===== src/rtl/btn_if.sv =====
// btn_if: raw pushbutton levels in, conditioned levels and event pulses out (raw, level, press, release, long, repeat)
interface btn_if #(parameter int N_BTN = 5);
  logic [N_BTN-1:0] btn_raw;
  logic [N_BTN-1:0] btn_level;
  logic [N_BTN-1:0] btn_press;
  logic [N_BTN-1:0] btn_release;
  logic [N_BTN-1:0] btn_long;
  logic [N_BTN-1:0] btn_repeat;
  modport master (output btn_raw, input btn_level, btn_press, btn_release, btn_long, btn_repeat);
  modport slave (input btn_raw, output btn_level, btn_press, btn_release, btn_long, btn_repeat);
endinterface


===== src/rtl/btn_conditioner.sv =====
// btn_conditioner: per-button sync, debounce, press/release/long/auto-repeat pulses (clk, reset, bus: btn_if slave; BTN_AUTOREPEAT_EN enables btn_repeat)
module btn_conditioner #(
  parameter int N_BTN = 5,
  parameter int DEBOUNCE_CYCLES = 1_000_000,
  parameter int HOLD_CYCLES = 50_000_000,
  parameter int REPEAT_CYCLES = 10_000_000
) (
  input logic clk,
  input logic reset,
  btn_if.slave bus
);
  localparam int DW = $clog2(DEBOUNCE_CYCLES) + 1;
  localparam int HW = $clog2(HOLD_CYCLES) + 1;
  localparam logic [DW-1:0] DB_END = DW'(DEBOUNCE_CYCLES - 1);
  localparam logic [HW-1:0] H_END = HW'(HOLD_CYCLES);
  localparam logic [HW-1:0] H_PRE = HW'(HOLD_CYCLES - 1);
`ifdef BTN_AUTOREPEAT_EN
  localparam int RW = $clog2(REPEAT_CYCLES) + 1;
  localparam logic [RW-1:0] R_END = RW'(REPEAT_CYCLES - 1);
`endif
  if (DEBOUNCE_CYCLES < 1 || HOLD_CYCLES < 1 || REPEAT_CYCLES < 1) begin : g_bad_cfg
    $error("btn_conditioner: cycle parameters must be at least 1");
  end
  for (genvar g = 0; g < N_BTN; g++) begin : g_bit
    logic s1_q, s2_q, lvl_q, prs_q, rls_q, lng_q;
    logic [DW-1:0] db_q, db_d;
    logic [HW-1:0] hd_q, hd_d;
    logic diff, tog, stay, lng_d;
    // tog: the synchronized level has differed for DEBOUNCE_CYCLES cycles; stay: level is 1 and remains 1
    always_comb begin
      diff = s2_q ^ lvl_q;
      tog = diff && db_q == DB_END;
      stay = lvl_q && !tog;
      db_d = (!diff || tog) ? '0 : db_q + 1'b1;
      hd_d = !lvl_q ? '0 : hd_q == H_END ? hd_q : hd_q + 1'b1;
      lng_d = stay && hd_q == H_PRE;
    end
    always_ff @(posedge clk) begin
      if (reset) begin
        {s1_q, s2_q, lvl_q, prs_q, rls_q, lng_q} <= '0;
        db_q <= '0;
        hd_q <= '0;
      end else begin
        s1_q <= bus.btn_raw[g];
        s2_q <= s1_q;
        lvl_q <= lvl_q ^ tog;
        prs_q <= tog && !lvl_q;
        rls_q <= tog && lvl_q;
        lng_q <= lng_d;
        db_q <= db_d;
        hd_q <= hd_d;
      end
    end
    assign bus.btn_level[g] = lvl_q;
    assign bus.btn_press[g] = prs_q;
    assign bus.btn_release[g] = rls_q;
    assign bus.btn_long[g] = lng_q;
`ifdef BTN_AUTOREPEAT_EN
    logic [RW-1:0] rp_q, rp_d;
    logic rpt_q, rpt_d;
    // The repeat interval only runs once the hold counter has saturated (after the long-press)
    always_comb begin
      rp_d = (!lvl_q || hd_q != H_END || rp_q == R_END) ? '0 : rp_q + 1'b1;
      rpt_d = (tog && !lvl_q) || lng_d || (stay && hd_q == H_END && rp_q == R_END);
    end
    always_ff @(posedge clk) begin
      if (reset) begin
        rp_q <= '0;
        rpt_q <= 1'b0;
      end else begin
        rp_q <= rp_d;
        rpt_q <= rpt_d;
      end
    end
    assign bus.btn_repeat[g] = rpt_q;
`else
    assign bus.btn_repeat[g] = 1'b0;
`endif
  end
endmodule


===== src/flat_wrapper.sv =====
// flat-port wrapper written by rule: the top's interface ports become plain ports
module btn_conditioner_flat 
#(
  parameter int N_BTN = 5,
  parameter int DEBOUNCE_CYCLES = 1_000_000,
  parameter int HOLD_CYCLES = 50_000_000,
  parameter int REPEAT_CYCLES = 10_000_000
)
  (clk, reset, bus_btn_raw, bus_btn_level, bus_btn_press, bus_btn_release, bus_btn_long, bus_btn_repeat);
  btn_if #(.N_BTN(N_BTN)) bus_i ();
  input logic clk;
  input logic reset;
  input wire logic [$bits(bus_i.btn_raw)-1:0] bus_btn_raw;
  output wire logic [$bits(bus_i.btn_level)-1:0] bus_btn_level;
  output wire logic [$bits(bus_i.btn_press)-1:0] bus_btn_press;
  output wire logic [$bits(bus_i.btn_release)-1:0] bus_btn_release;
  output wire logic [$bits(bus_i.btn_long)-1:0] bus_btn_long;
  output wire logic [$bits(bus_i.btn_repeat)-1:0] bus_btn_repeat;
  assign bus_i.btn_raw = bus_btn_raw;
  assign bus_btn_level = bus_i.btn_level;
  assign bus_btn_press = bus_i.btn_press;
  assign bus_btn_release = bus_i.btn_release;
  assign bus_btn_long = bus_i.btn_long;
  assign bus_btn_repeat = bus_i.btn_repeat;
  btn_conditioner #(.N_BTN(N_BTN), .DEBOUNCE_CYCLES(DEBOUNCE_CYCLES), .HOLD_CYCLES(HOLD_CYCLES), .REPEAT_CYCLES(REPEAT_CYCLES)) u_core (.clk(clk), .reset(reset), .bus(bus_i));
endmodule

===== config.mk =====
export PLATFORM = sky130hd
export DESIGN_NAME = btn_conditioner_flat
export DESIGN_NICKNAME = d
export VERILOG_FILES = /design/src/rtl/btn_if.sv /design/src/rtl/btn_conditioner.sv /design/src/flat_wrapper.sv
export SDC_FILE = /design/constraint.sdc
export NUM_CORES = 1
export LEC_CHECK = 0
export BUFFER_PORTS_ARGS = -buffer_cell sky130_fd_sc_hd__buf_2
export CORE_UTILIZATION = 45
export CTS_CLUSTER_SIZE = 8
export DETAILED_ROUTE_END_ITERATION = 10
export GPL_TIMING_DRIVEN = 0
export HOLD_SLACK_MARGIN = 0.03
export PLACE_DENSITY = 0.64
export SYNTH_ARGS = -nofsm -noshare
export SYNTH_HDL_FRONTEND = slang
export SYNTH_SLANG_ARGS = --single-unit

===== constraint.sdc =====
create_clock -name clk -period 4.2 [get_ports clk]
set_clock_uncertainty 0.2 [all_clocks]
set_input_delay 0.21 -clock clk [delete_from_list [all_inputs] [get_ports clk]]
set_output_delay 0.21 -clock clk [all_outputs]
set_load 0.01 [all_outputs]

==> results.sh <==
export IMPL_overflow=0
export IMPL_peakVddDrop_mv=0.2566
export IMPL_setup_viol_count_final=0
export IMPL_postLayoutSetupSlackWorst_ps=1824
export IMPL_pre_cts_ws_ps=1831
export IMPL_synth_flop_cell="dfxtp_1"
export IMPL_drv_cap=0
export IMPL_layout_cells_non_filler=1768
export IMPL_clk_pin_slew_worst_paths_ps=50
export IMPL_drt_iter0_drc=368
export IMPL_crit_fanout=6
export IMPL_drive_gt1_frac=0.08234
export IMPL_finalCriticalPeriod_ps=2376
export IMPL_swShare=0.1966
export IMPL_endpoint_kind="register"
export IMPL_startpoint_type="register"
export IMPL_rrSetupSlack_ps=1820
export IMPL_synth_cell_types=42
export IMPL_cp_required_ps=4380
export IMPL_fin_nets=1454
export IMPL_critPathLaunch="u_core.g_bit[1].db_q[0]$_SDFF_PP0_"
export IMPL_p_int_mw=4.305
export IMPL_cp_arrival_ps=2550
export IMPL_whs_endpoint="u_core.g_bit[2].db_q[1]$_SDFF_PP0_"
export IMPL_clockRootBuffer="clkbuf_16"
export IMPL_status="finished, final reports clean"
export IMPL_multi_input_area_um2=6001
export IMPL_seqPwrFrac=0.481
export IMPL_firstDrtPassIters=5
export IMPL_io_pins=32
export IMPL_cts_htree_levels=2
export IMPL_synth_avg_cell_area_um2=8.737
export IMPL_antennaDiodeCount=0
export IMPL_synth_area_leader_cell="dfxtp_1"
export IMPL_synthesis_area_um2=11850
export IMPL_regArea_um2=5405
export IMPL_rr_endpoint="u_core.g_bit[1].db_q[20]$_SDFF_PP0_"
export IMPL_cts_made_buffers=39
export IMPL_ys_ff_latch=270
export IMPL_dieArea_um2=26980
export IMPL_grt_max_degree=11
export IMPL_cts_resized=0
export IMPL_cts_sinks=270
export IMPL_synth_top_cell_area_share=0.4562
export IMPL_antenna_found_initial=0
export IMPL_rsz0062_at_grt="no"
export IMPL_slew_headroom=0.2712
export IMPL_numPortBuffers=26
export IMPL_max_freq_ghz=0.4209
export IMPL_drc=0
export IMPL_area_delta_synth_final_pct=13.96
export IMPL_maxSlewViolCount=0
export IMPL_synthTopCellsByArea="dfxtp_1 46%, xor2_1 10%, nor2_1 8.7%, xnor2_1 5.1%, nand3_1 4.3%"
export IMPL_final_setup_tns_ps=0
export IMPL_crit_type="reg2reg"
export IMPL_p_switching_mw=1.053
export IMPL_wirelength_mm=22.37
export IMPL_ys_async_sr_fraction=0
export IMPL_dp_hpwl_mm=15.19
export IMPL_hold_class="in2reg"
export IMPL_hold_start="reset"
export IMPL_reg2reg_from="u_core.g_bit[1].db_q[0]$_SDFF_PP0_"
export IMPL_p_comb_frac=0.008
export IMPL_gp_congestion=0.7882
export IMPL_avgViaCountPerCell=5.097
export IMPL_die_y_um=164.3
export IMPL_start_util=0.4572
export IMPL_clockBufferDepth=3
export IMPL_syn_inst=1356
export IMPL_die_w_um=164.3
export IMPL_report_final_hold_viol_count=0
export IMPL_rows=59
export IMPL_cts_tree="yes"
export IMPL_worst_slew_pin_slew_ps=1083
export IMPL_worstHoldPathCells=3
export IMPL_placedCellCount=1721
export IMPL_reg2regPathDepth=6
export IMPL_finalCritPeriodShare=0.5657
export IMPL_vias=9012
export IMPL_first_global_vias=8397
export IMPL_final_core_util=0.5211
export IMPL_core_um2=25910
export IMPL_power_frac_clock=0.511
export IMPL_fillers=2438
export IMPL_power_density_nw_per_um2=396.9
export IMPL_synth_edf_count=0
export IMPL_grt_pass1_wl_mm=38.54
export IMPL_p_leak_nw=4.507
export IMPL_clk_latency_ps=500
export IMPL_wire_per_inst_um=12.65
export IMPL_seq_area_frac_synth=0.4562
export IMPL_postRouteAntennaNets=0
export IMPL_finalPower_mw=5.358
export IMPL_grt_use_total=0.1717
export IMPL_ys_warn_count=0
[placed cells by master (no fill, tap or decap), types with 4 or more instances in the layout]
cell type	Yosys	routed
nor2_1	276	276
dfxtp_1	270	270
xor2_1	142	142
nand3_1	101	101
nand2_1	80	80
nand4_1	73	73
xnor2_1	69	69
nor3_1	42	42
clkbuf_16	0	41
and3_1	35	35
buf_2	5	31
inv_1	25	25
buf_4	25	25
clkbuf_1	24	24
nor4_1	18	18
a21oi_1	18	18
and4_1	16	16
or3_1	16	16
nand2b_1	15	15
ha_1	15	15
o21ai_0	14	14
nor2b_1	11	11
mux2i_1	9	9
and2_1	9	9
nor4b_1	8	8
or3b_2	5	5
or4_1	5	5
conb_1	1	5
dlygate4sd3_1	0	5
buf_1	4	4
nor4_4	4	4
buf_6	4	4
[cells in the mapped netlist (2+ instances only)]
cell type	count
nand3_1	101
and2_1	9
or3b_2	5
dfxtp_1	270
nand2_1	80
buf_1	4
mux2i_1	9
nor2b_1	11
nor4b_1	8
a21oi_1	18
nand4_1	73
clkbuf_1	24
o21ai_0	14
buf_2	5
nand2b_1	15
or4_1	5
buf_4	25
and4_1	16
inv_1	25
ha_1	15
buf_6	4
nor3b_1	2
xnor2_1	69
nor4_1	18
and3_1	35
xor2_1	142
or3_1	16
nand4b_1	2
nor2_1	276
nor4_2	2
nor3_1	42
nor4bb_1	3
nor4_4	4
[worst max path at each step]
stage,slack (ps),depth (start not counted),end
floorplan,2120,8,u_core.g_bit[1].db_q[11]$_SDFF_PP0_
global placement,1870,7,u_core.g_bit[4].db_q[19]$_SDFF_PP0_
detailed placement,1830,7,u_core.g_bit[4].db_q[12]$_SDFF_PP0_
CTS,1790,7,u_core.g_bit[4].db_q[11]$_SDFF_PP0_
global route,1570,7,u_core.g_bit[4].db_q[17]$_SDFF_PP0_
finish,1820,6,u_core.g_bit[1].db_q[20]$_SDFF_PP0_
[final cells by class]
class,count,share of cell area
buffer,62,0.02687
timing repair buffer,31,0.01334
multi-input combinational,1003,0.4444
tap,335,0.03104
inverter,25,0.006950
sequential,270,0.4003
clock buffer,42,0.07701
[registers in the layout (all words and copies together) (netlist names), named ones only]
signal and count:
u_core.g_bit.s1_q 5, u_core.g_bit.s2_q 5, u_core.g_bit.prs_q 5, u_core.g_bit.db_q 105, u_core.g_bit.lng_q 5, u_core.g_bit.rls_q 5, u_core.g_bit.hd_q 135
[worst max-delay path, cell delays in order, from the launching register on]
cell and delay (ps):
dfxtp_1 360, ha_1 220, nand3_1 130, nor4_1 900
nand4_1 210, xor2_1 190, nor2_1 60
[metrics by stage]
step	area [um2]	hold WS, ps
after global routing	13500	80.45
final	13500	70.58
after CTS	13500	39.57
after detailed placement	12410	223.5
after global placement	12410	218.0
after floorplan	11860	138.2
[power by group through the flow]
stage                     Clock (mW)  Sequential (mW)  Combinational, mW
after global routing            2.92             2.57             0.0447
final                           2.74             2.58             0.0402
after detailed placement           0             2.63             0.0371
after floorplan                    0             2.63             0.0246
after CTS                       2.82             2.58             0.0408
after global placement             0             2.63             0.0368
[metal layers]
metal,GRT usage,part of all wire,wire [um]
met2,0.2710,0.45,10150
met1,0.2365,0.50,11090
met5,0,0,0
met3,0.03131,0.032,712
met4,0.05345,0.019,414
[timing repair]
action | 4_1_cts | 5_1_grt
setup buffers | 0 | 0
hold buffers | 5 | 0
hold endpoints to repair | 5 | 0
setup endpoints to repair | 0 | 0
[cell families after synthesis]
group                    Yosys count  synth area share
adder cells (fa/ha/maj)           15           0.01584
buffers and inverters             87           0.03855
flip-flops                       270            0.4562
AND/OR/NAND/NOR                  730            0.3110
AO/OA/AOI/OAI                     32           0.01352
other                              1         0.0003165
multiplexers                      10          0.008554
XOR/XNOR                         211            0.1560
No activity file was read; power rests on OpenSTA's default activity.
